`config.mk`:
```
export PLATFORM = sky130hd
export DESIGN_NAME = seg7_scan_controller
export DESIGN_NICKNAME = d
export VERILOG_FILES = /design/src/rtl/seg7_scan_controller.sv
export SDC_FILE = /design/constraint.sdc
export NUM_CORES = 1
export LEC_CHECK = 0
export CORE_MARGIN = 5
export CORE_UTILIZATION = 35
export DETAILED_ROUTE_END_ITERATION = 8
export GPL_ROUTABILITY_DRIVEN = 1
export PLACE_DENSITY_LB_ADDON = 0.05
export SKIP_LAST_GASP = 1
export SLEW_MARGIN = 20
export SYNTH_ARGS = -nofsm -noshare
export SYNTH_HDL_FRONTEND = slang
export SYNTH_SLANG_ARGS = --single-unit
```
`constraint.sdc`:
```
create_clock -name clk -period 1.7 [get_ports clk]
set_input_delay 0.34 -clock clk [delete_from_list [all_inputs] [get_ports clk]]
set_output_delay 0.34 -clock clk [all_outputs]
set_load 0.1 [all_outputs]
```
`src/rtl/seg7_scan_controller.sv`:
```
// Four-digit multiplexed 7-segment scan controller with frame-synchronous
// double-buffered loads and optional leading-zero blanking.
module seg7_scan_controller #(
  parameter int unsigned REFRESH_DIV = 100000
) (
  input  logic        clk,
  input  logic        reset,
  input  logic        load_valid,
  input  logic [15:0] load_data,
  input  logic [3:0]  load_dots,
  input  logic        blank_lz,
  output logic        load_ready,
  output logic [1:0]  seg_select_out,
  output logic [3:0]  bin_out,
  output logic        dot_out,
  output logic        digit_en_out,
  output logic        frame_tick
);

  localparam int DW = (REFRESH_DIV > 1) ? $clog2(REFRESH_DIV) : 1;
  localparam logic [DW-1:0] DIV_MAX = DW'(REFRESH_DIV - 1);

  localparam logic [0:0] SCAN    = 1'b0;
  localparam logic [0:0] PENDING = 1'b1;

  logic [DW-1:0] div_cnt;
  logic [1:0]    idx;
  logic [15:0]   disp, shadow;
  logic [3:0]    dots, shadow_dots;
  logic [0:0]    state;
  logic          tick, frame_bnd;
  logic [3:0]    nz_above;

  assign tick      = (div_cnt == DIV_MAX);
  assign frame_bnd = tick && (idx == 2'd3);

  always_ff @(posedge clk) begin
    if (reset) begin
      div_cnt     <= '0;
      idx         <= '0;
      disp        <= '0;
      dots        <= '0;
      shadow      <= '0;
      shadow_dots <= '0;
      state       <= SCAN;
      frame_tick  <= 1'b0;
    end else begin
      div_cnt    <= tick ? '0 : div_cnt + DW'(1);
      frame_tick <= frame_bnd;
      if (tick) idx <= idx + 2'd1;
      case (state)
        SCAN: if (load_valid) begin
          shadow      <= load_data;
          shadow_dots <= load_dots;
          state       <= PENDING;
        end
        default: if (frame_bnd) begin
          // commit lands on the same edge idx wraps to 0, so a frame is never torn
          disp  <= shadow;
          dots  <= shadow_dots;
          state <= SCAN;
        end
      endcase
    end
  end

  // nz_above[k]: some nibble k..3 of the displayed value is nonzero
  for (genvar k = 0; k < 4; k++) begin : g_nz
    assign nz_above[k] = |disp[15:4*k];
  end

  assign load_ready     = (state == SCAN);
  assign seg_select_out = idx;
  assign bin_out        = disp[{idx, 2'b00} +: 4];
  assign dot_out        = dots[idx];
  assign digit_en_out   = !blank_lz || (idx == 2'd0) || nz_above[idx];

endmodule
```
## After elaboration in Yosys (flattened, before gate mapping)

Cells that the tools add are included.

- $add $sub $neg: 2
- $mul: 0
- Div/mod/pow operators: 0
- $lt $le $gt $ge: 1
- Eq/ne operators: 2
- Shifts and indexed selects: 1
- Multiplexer cells: 7
- Bitwise operators: 1
- Reduce and logical (&&, ||, !) cells: 12

Operators with widths:

| operator | count |
|---|---|
| $add 17x1->17 const B | 1 |
| $eq 17x17->1 const B | 1 |
| $reduce_or 16->1 | 1 |
| $shiftx 16x5->4 | 1 |
| $reduce_or 12->1 | 1 |
| $reduce_or 8->1 | 1 |
| $mux 1 | 5 |
| $bmux 1 s2 | 2 |
| $reduce_and 2->1 | 2 |
| $reduce_or 4->1 | 1 |
| $lt 2x3->1 const B | 1 |
| $add 2x1->2 const B | 1 |
| $eq 2x2->1 const B | 1 |
| $logic_not 2->1 | 1 |
| $logic_or 1x1->1 | 2 |
| $reduce_or 2->1 | 1 |
| $logic_and 1x1->1 | 1 |
| $logic_not 1->1 | 1 |
| $not 1->1 | 1 |

- Bits in registers: 61
- Latch bits: 0
- RAM bits: 0
- ROM bits: 0
- Input bits: 24
- Memories: 0

## Longest topological paths before layout

Gate-level depths: netlist of run 1.

- Word-level depth: 4
- Depth in mapped cells: 6
- Mapped depth without buffers: 5

## Worst setup path before layout of run 1

OpenSTA, ideal clock, no wires.

- Kind: register to output
- From: reg idx[0] (netlist: seg_select_out[0])
- To: out digit_en_out
- Arrival: 2389 ps
- Setup slack: -1029 ps
- Cell stages (with the launch flop): 6
- Path through: dfxtp_1 -> clkbuf_1 -> inv_1 -> ha_1 -> nand3b_1 -> a211o_1

- Cells in the longest elaborated chain, start to end: 3
- Elaborated cells between the ends (all ways): 5
- Classes of those cells: mux: 2; reduce/logical: 3

RTL lines:

| what | line | text |
|---|---|---|
| start, declared | 27 | `logic [1:0] idx;` |
| start signal, assigned | 50 | `if (tick) idx <= idx + 2'd1;` |
| $bmux 1 s2 / $logic_not 2->1 (equally long branches) | 76 | `assign digit_en_out = !blank_lz \|\| (idx == 2'd0) \|\| nz_above[idx];` |
| $mux 1 (implied by the code) / $logic_or 1x1->1 (equally long branches) | 76 |  |
| $logic_or 1x1->1 * | 76 |  |
| end, declared | 16 | `output logic digit_en_out,` |

Every way passes the cells marked *; elsewhere a longest branch is shown, timed or not. The select of a mux whose other input is x is not followed.

## Worst setup path in the final report of run 1

- From: reg idx[0] (netlist: seg_select_out[0])
- To: out bin_out[3]

- Cells in the longest elaborated chain, start to end: 1

RTL lines:

| what | line | text |
|---|---|---|
| $shiftx 16x5->4 | 74 | `assign bin_out = disp[{idx, 2'b00} +: 4];` |
| end, declared | 14 | `output logic [3:0] bin_out,` |

Every way passes these cells.

==> results.py, run 1 <==
metrics = {
    "status": {
        "status": "finished with violations",
        "violations": "negative setup slack",
    },
    "logic_synthesis": {
        "synth_largest_area_cell": "dfxtp_1",
        "synth_top_cell_area_share_pct": 47.15,
        "synth.distinct_cells": 35,
        "synth.avg_cell_area_um2": 8.520,
        "synthCells": 304,
        "yosysWarnings": 0,
        "synth_seq_cells": 61,
        "synth_area_leaders": "dfxtp_1 (47%), a21oi_1 (8.5%), nand2_1 (6.5%)",
        "netlist_area_mm2": 0.002590,
        "synth.net_count": 331,
        "synth-seq-area-share_pct": 47.15,
    },
    "drt": {
        "wire_per_inst_um": 14.55,
        "via_per_inst": 5.050,
        "wl_met2_mm": 2.737,
        "drtIter0Drc": 210,
        "route.met3.wl_um": 313,
        "wl_met1_mm": 3.604,
        "drc": 0,
        "first_pass_iters": 4,
        "routed.top_layer": "met4",
        "routed_wl_mm": 6.749,
        "vias": 2343,
        "ant_nets": 0,
    },
    "clocking": {
        "cts_hold_buffers": 0,
        "cts.sinks": 61,
        "cts_buffer_depth": 2,
        "clock_latency_ns": 0.33,
        "path_clk_slew_ns": 0.07,
        "numCtsBuffers": 9,
        "root_buffer": "clkbuf_8",
        "h-tree-depth": 3,
        "cts_tree": "built",
    },
    "critical_path": {
        "slowest_stage": "mux4_2",
        "timing.rr.start": "div_cnt[7]",
        "path_max_fanout": 4,
        "crit_required_ns": 1.36,
        "crit_type": "reg -> out",
        "crit_top_cell": "buf_12",
        "cp_num_buf_inv": 2,
        "cp.arrival_ns": 1.62,
        "critPathTopFamily": "multiplexers",
        "end_kind": "output port",
        "cpPeakStageDelay_ns": 0.53,
        "cp_cell_sequence": "buf_12, mux4_2, buf_12",
        "cp-start-kind": "register",
        "worstSetupStartpoint": "seg_select_out[0]",
    },
    "timing": {
        "setup_ws_ns": -0.2580,
        "max_slew_margin_pct": 76.49,
        "worstMarginPinSlew_ns": 0.3512,
        "fin_skew_ns": 0.005584,
        "setup_violations": 6,
        "finalCritPeriodShare_pct": 115.2,
        "fmax_ghz": 0.5107,
        "rsz0062_at_grt": "yes",
        "setup_tns_ns": -1.466,
        "slew_viol_final": 0,
        "min_period_ns": 1.958,
        "timing_hold_violations_final": 0,
        "holdWs_ns": 0.4567,
    },
    "die": {
        "fp.coreArea_mm2": 0.007214,
        "die_area_mm2": 0.009220,
        "die_w_um": 96.02,
        "io_pins": 34,
        "rows": 31,
        "start_util_pct": 35.90,
        "die_y_um": 96.02,
    },
    "pwr": {
        "pwr_density_cell_mw_per_mm2": 777.6,
        "p_total_mw": 2.872,
        "p_leak_nw": 1.294,
        "peakVddDrop_mv": 0.4849,
    },
    "placement": {
        "pre_cts_ws_ns": -0.02073,
        "detailed_place.area_mm2": 0.003344,
        "place.gp.congestion": 0.7827,
        "dp_hpwl_mm": 4.452,
        "numPortBuffers": 33,
    },
    "final_layout": {
        "multi_input_area_mm2": 0.001366,
        "drive_gt1_share_pct": 25.48,
        "regArea_mm2": 0.001239,
        "final_common_cell": "dfxtp_1",
        "stdcell_area_mm2": 0.003694,
        "antenna_cells": 0,
        "final_cell_mix": "dfxtp_1 (51), nand2_1 (45), a21oi_1 (43)",
        "fin_nets": 387,
        "fill_cells": 718,
        "syn_to_final_growth_pct": 42.61,
    },
    "hold_path": {
        "hold_class": "reg -> reg",
        "min_from": "shadow[13]",
    },
    "global_route": {
        "grt_max_degree": 47,
        "grt_pass1_wl_mm": 10.65,
        "grt_pass1_vias": 2124,
        "overflow": 0,
        "grt_usage_pct": 15.14,
        "antenna_found_initial": 0,
    },
    "job": {
        "max_cap_viol_count": 0,
    },
}
## final timing paths
check	endpoint	slack, ns	cells past startpoint
worst min register to register	shadow[13]	0.46	2
worst max register to register	div_cnt[15]	0.03	4
worst max-delay path	bin_out[3]	-0.26	3
worst min-delay path	shadow[13]	0.46	2
## worst register-to-register path: stages (launching register included)
cell and delay [ns]:
dfxtp_2 0.33, nand3_2 0.10, or4_4 0.51, or4_4 0.52, a21oi_1 0.15
## synth_stat cells
cell type	instances
nand3b_1	1
ha_1	3
xor2_1	3
nor4_1	7
nor4bb_1	1
nand3_2	1
buf_2	2
nand4_1	24
or3_2	1
and4bb_2	1
clkbuf_1	17
and4_1	1
inv_1	7
nand2_1	45
nand2_2	1
nand2b_1	1
or4_1	1
and2_1	1
dfxtp_1	61
a211o_1	1
nor2b_1	1
nand4_2	1
nor4b_1	2
mux4_2	5
and3_1	1
nand3_1	7
o21ai_0	22
nor2_1	19
buf_1	3
nor3_1	5
a21oi_1	44
or4_4	1
nor3b_1	1
o31ai_1	1
xnor2_1	11
## registers in the layout, indices dropped and copies added, names as in the netlist
name            cells
shadow             16
shadow_dots         4
frame_tick          1
div_cnt            17
seg_select_out      2
disp               16
dots                4
state               1
## per-layer routing
| layer | track usage (%) | vias to the layer above |
|---|---|---|
| met4 | 7.109 | 0 |
| li1 | - | 1195 |
| met3 | 3.518 | 8 |
| met5 | 0 | - |
| met2 | 18.40 | 49 |
| met1 | 24.08 | 1091 |
## where the power goes
part           switching (mW)  internal, mW
Sequential             0.0235          1.46
Combinational          0.0928        0.0941
Clock                   0.548         0.654
Total                   0.664          2.21
## metrics by stage
stage / utilization [%] / cells
floorplan: - / 304
global placement: 46.36 / 441
detailed placement: 46.36 / 441
CTS: 49.50 / 459
global route: 51.20 / 464
finish: 51.20 / 464
## cells by family (layout without fill, tap and decap cells)
group	count (synthesis)	after routing	share of synthesized area [%]
buffers and inverters	29	90	4.300
AND/OR/NAND/NOR	124	124	24.64
XOR/XNOR	14	14	4.734
flip-flops	61	61	47.15
multiplexers	5	5	4.348
AO/OA/AOI/OAI	68	68	13.38
adder cells (fa/ha/maj)	3	3	1.449
## layout make-up
cell class	count	share of cell area [%]
well taps	99	3.354
repair buffers	67	20.26
flip-flops and latches	61	33.54
multi-input cells	214	36.99
clock inverters	7	1.524
inverters	7	0.9824
clock buffers	9	3.354
## timing repair
action / 4_1_cts / 5_1_grt
gates resized for setup: 4 / 28
pin swaps: 0 / 11
buffers inserted: 2 / 1
endpoints found under the setup margin: 6 / 41
cloned: 0 / 4
(Power assumes the default switching activity.)
==> run 2: changes to the inputs <==
--- a/config.mk
+++ b/config.mk
@@ -15,3 +15,4 @@
 export SYNTH_ARGS = -nofsm -noshare
 export SYNTH_HDL_FRONTEND = slang
 export SYNTH_SLANG_ARGS = --single-unit
+export TNS_END_PERCENT = 50
==> run 2 against run 1 <==
Largest power group unchanged. Count of clock-buffer cells in the layout did not move. The run still ends with negative setup slack left. Clock power barely moved. Critical path depth did not move. Power fell by 0.10%. First-iteration DRC count rose by 8.1%. Register-to-register slack barely moved. Flip-flop and latch count did not move. Die area did not move. Final area fell by 0.27%. Utilization fell by 0.14 points. Routed wire length fell by 0.30%. Maximum frequency barely moved.
==> results.py, run 2 (synthesized netlist as in run 1, its figures left out) <==
metrics = {
    "status": {
        "status": "finished with violations",
        "violations": "negative setup slack",
    },
    "final_layout": {
        "stdcell_area_mm2": 0.003684,
        "final_common_cell": "dfxtp_1",
        "fin_nets": 387,
        "fin_cells": 464,
        "drive_gt1_share_pct": 23.84,
        "syn_to_final_growth_pct": 42.22,
        "antenna_cells": 0,
        "regMostFlops": "div_cnt",
        "largest_register_ffs": 17,
        "final_cell_mix": "dfxtp_1 (56), nand2_1 (45), a21oi_1 (43)",
        "top_regs": "div_cnt: 17 flops, disp: 16 flops, shadow: 16 flops",
    },
    "pwr": {
        "pwr_density_cell_mw_per_mm2": 778.9,
        "p_leak_nw": 1.290,
        "p_total_mw": 2.869,
        "peakVddDrop_mv": 0.4844,
    },
    "critical_path": {
        "crit_top_cell": "buf_12",
        "timing.rr.start": "div_cnt[7]",
        "worstSetupStartpoint": "seg_select_out[0]",
        "crit_required_ns": 1.36,
        "end_kind": "output port",
        "crit_type": "reg -> out",
        "cpPeakStageDelay_ns": 0.53,
        "cp.arrival_ns": 1.62,
        "r2r_cells": 4,
        "slowest_stage": "mux4_2",
        "cp-start-kind": "register",
        "cp_cell_sequence": "buf_12, mux4_2, buf_12",
        "path_max_fanout": 4,
    },
    "timing": {
        "worstMarginPinSlew_ns": 0.3548,
        "max_slew_margin_pct": 76.25,
        "rsz0062_at_grt": "yes",
        "fin_skew_ns": 0.005848,
        "min_period_ns": 1.956,
        "finalCritPeriodShare_pct": 115.1,
        "holdWs_ns": 0.4579,
        "setup_violations": 6,
        "fmax_ghz": 0.5112,
        "setup_tns_ns": -1.456,
        "slew_viol_final": 0,
        "setup_ws_ns": -0.2563,
        "timing_hold_violations_final": 0,
    },
    "global_route": {
        "grtUsageMet2_pct": 18.40,
        "antenna_found_initial": 0,
        "grt_pass1_vias": 2124,
        "use_met1_pct": 24.08,
        "grt-busiest-layer": "met1",
        "grt_max_degree": 47,
        "grt_util_met3_pct": 3.518,
        "grt_pass1_wl_mm": 10.65,
        "grt_usage_pct": 15.14,
        "overflow": 0,
    },
    "clocking": {
        "path_clk_slew_ns": 0.07,
        "cts_tree": "built",
        "clock_latency_ns": 0.33,
        "numCtsBuffers": 9,
        "h-tree-depth": 3,
        "root_buffer": "clkbuf_8",
        "cts_buffer_depth": 2,
        "cts.sinks": 61,
    },
    "hold_path": {
        "min_from": "shadow[13]",
        "holdPathStages": 2,
        "hold_class": "reg -> reg",
    },
    "job": {
        "max_cap_viol_count": 0,
    },
    "drt": {
        "wire_per_inst_um": 14.50,
        "drtIter0Drc": 227,
        "drc": 0,
        "via_per_inst": 5.045,
        "vias": 2341,
        "ant_nets": 0,
        "first_pass_iters": 4,
        "routed_wl_mm": 6.729,
    },
    "die": {
        "start_util_pct": 35.90,
        "fp.coreArea_mm2": 0.007214,
        "rows": 31,
        "die_area_mm2": 0.009220,
        "die_w_um": 96.02,
        "die_y_um": 96.02,
        "io_pins": 34,
    },
    "placement": {
        "numPortBuffers": 33,
        "dpl.cell_count": 441,
        "detailed_place.area_mm2": 0.003344,
        "place.gp.congestion": 0.7827,
        "dp_hpwl_mm": 4.452,
    },
}
## run 2: cell type report
cell class                      count  area (um2)
Fill cell                         721        3531
Multi-Input combinational cell    214        1363
Sequential cell                    61        1232
Timing Repair Buffer               67       748.2
Clock buffer                        9       123.9
Tap cell                           99       123.9
Clock inverter                      7       56.30
Inverter                            7       36.28
## run 2: path summary, 6_finish.rpt
| kind | end | slack (ns) |
|---|---|---|
| max | bin_out[3] | -0.26 |
| min | shadow[13] | 0.46 |
| max reg2reg | div_cnt[15] | 0.02 |
| min reg2reg | shadow[13] | 0.46 |
## run 2: per-stage QoR
| step | worst slack [ns] | util (%) |
|---|---|---|
| final | -0.2563 | 51.06 |
| after CTS | -0.2715 | 49.50 |
| after global placement | -0.02311 | 46.36 |
| after global routing | -0.3509 | 51.06 |
| after detailed placement | -0.02073 | 46.36 |
| after floorplan | -0.1708 | - |
## run 2: power breakdown
group          internal, mW  total, mW  switching, mW  leakage [nW]
clock                 0.654       1.20          0.544        0.0953
combinational        0.0941      0.187         0.0930         0.696
sequential             1.46       1.48         0.0237         0.498
total                  2.21       2.87          0.661          1.29
## run 2: repair_timing
item / CTS / global route
cloned: 0 / 4
hold buffers: 0 / 0
setup endpoints to repair: 6 / 41
resized for setup: 4 / 22
pin swaps: 0 / 11
buffers inserted: 2 / 1
## run 2: per-layer routing
| metal | routed length, um | share of wire [%] | vias up |
|---|---|---|---|
| li1 | - | - | 1196 |
| met1 | 3505 | 52 | 1083 |
| met2 | 2784 | 41 | 54 |
| met3 | 350 | 5.2 | 8 |
| met4 | 89 | 1.3 | 0 |
| met5 | 0 | 0 | - |
## run 2: worst max-delay path: cells and delay by family, from the launching register on
family	cells	cell delay, ns
flops	1	0.43
buf+inv	2	0.32
mux	1	0.53
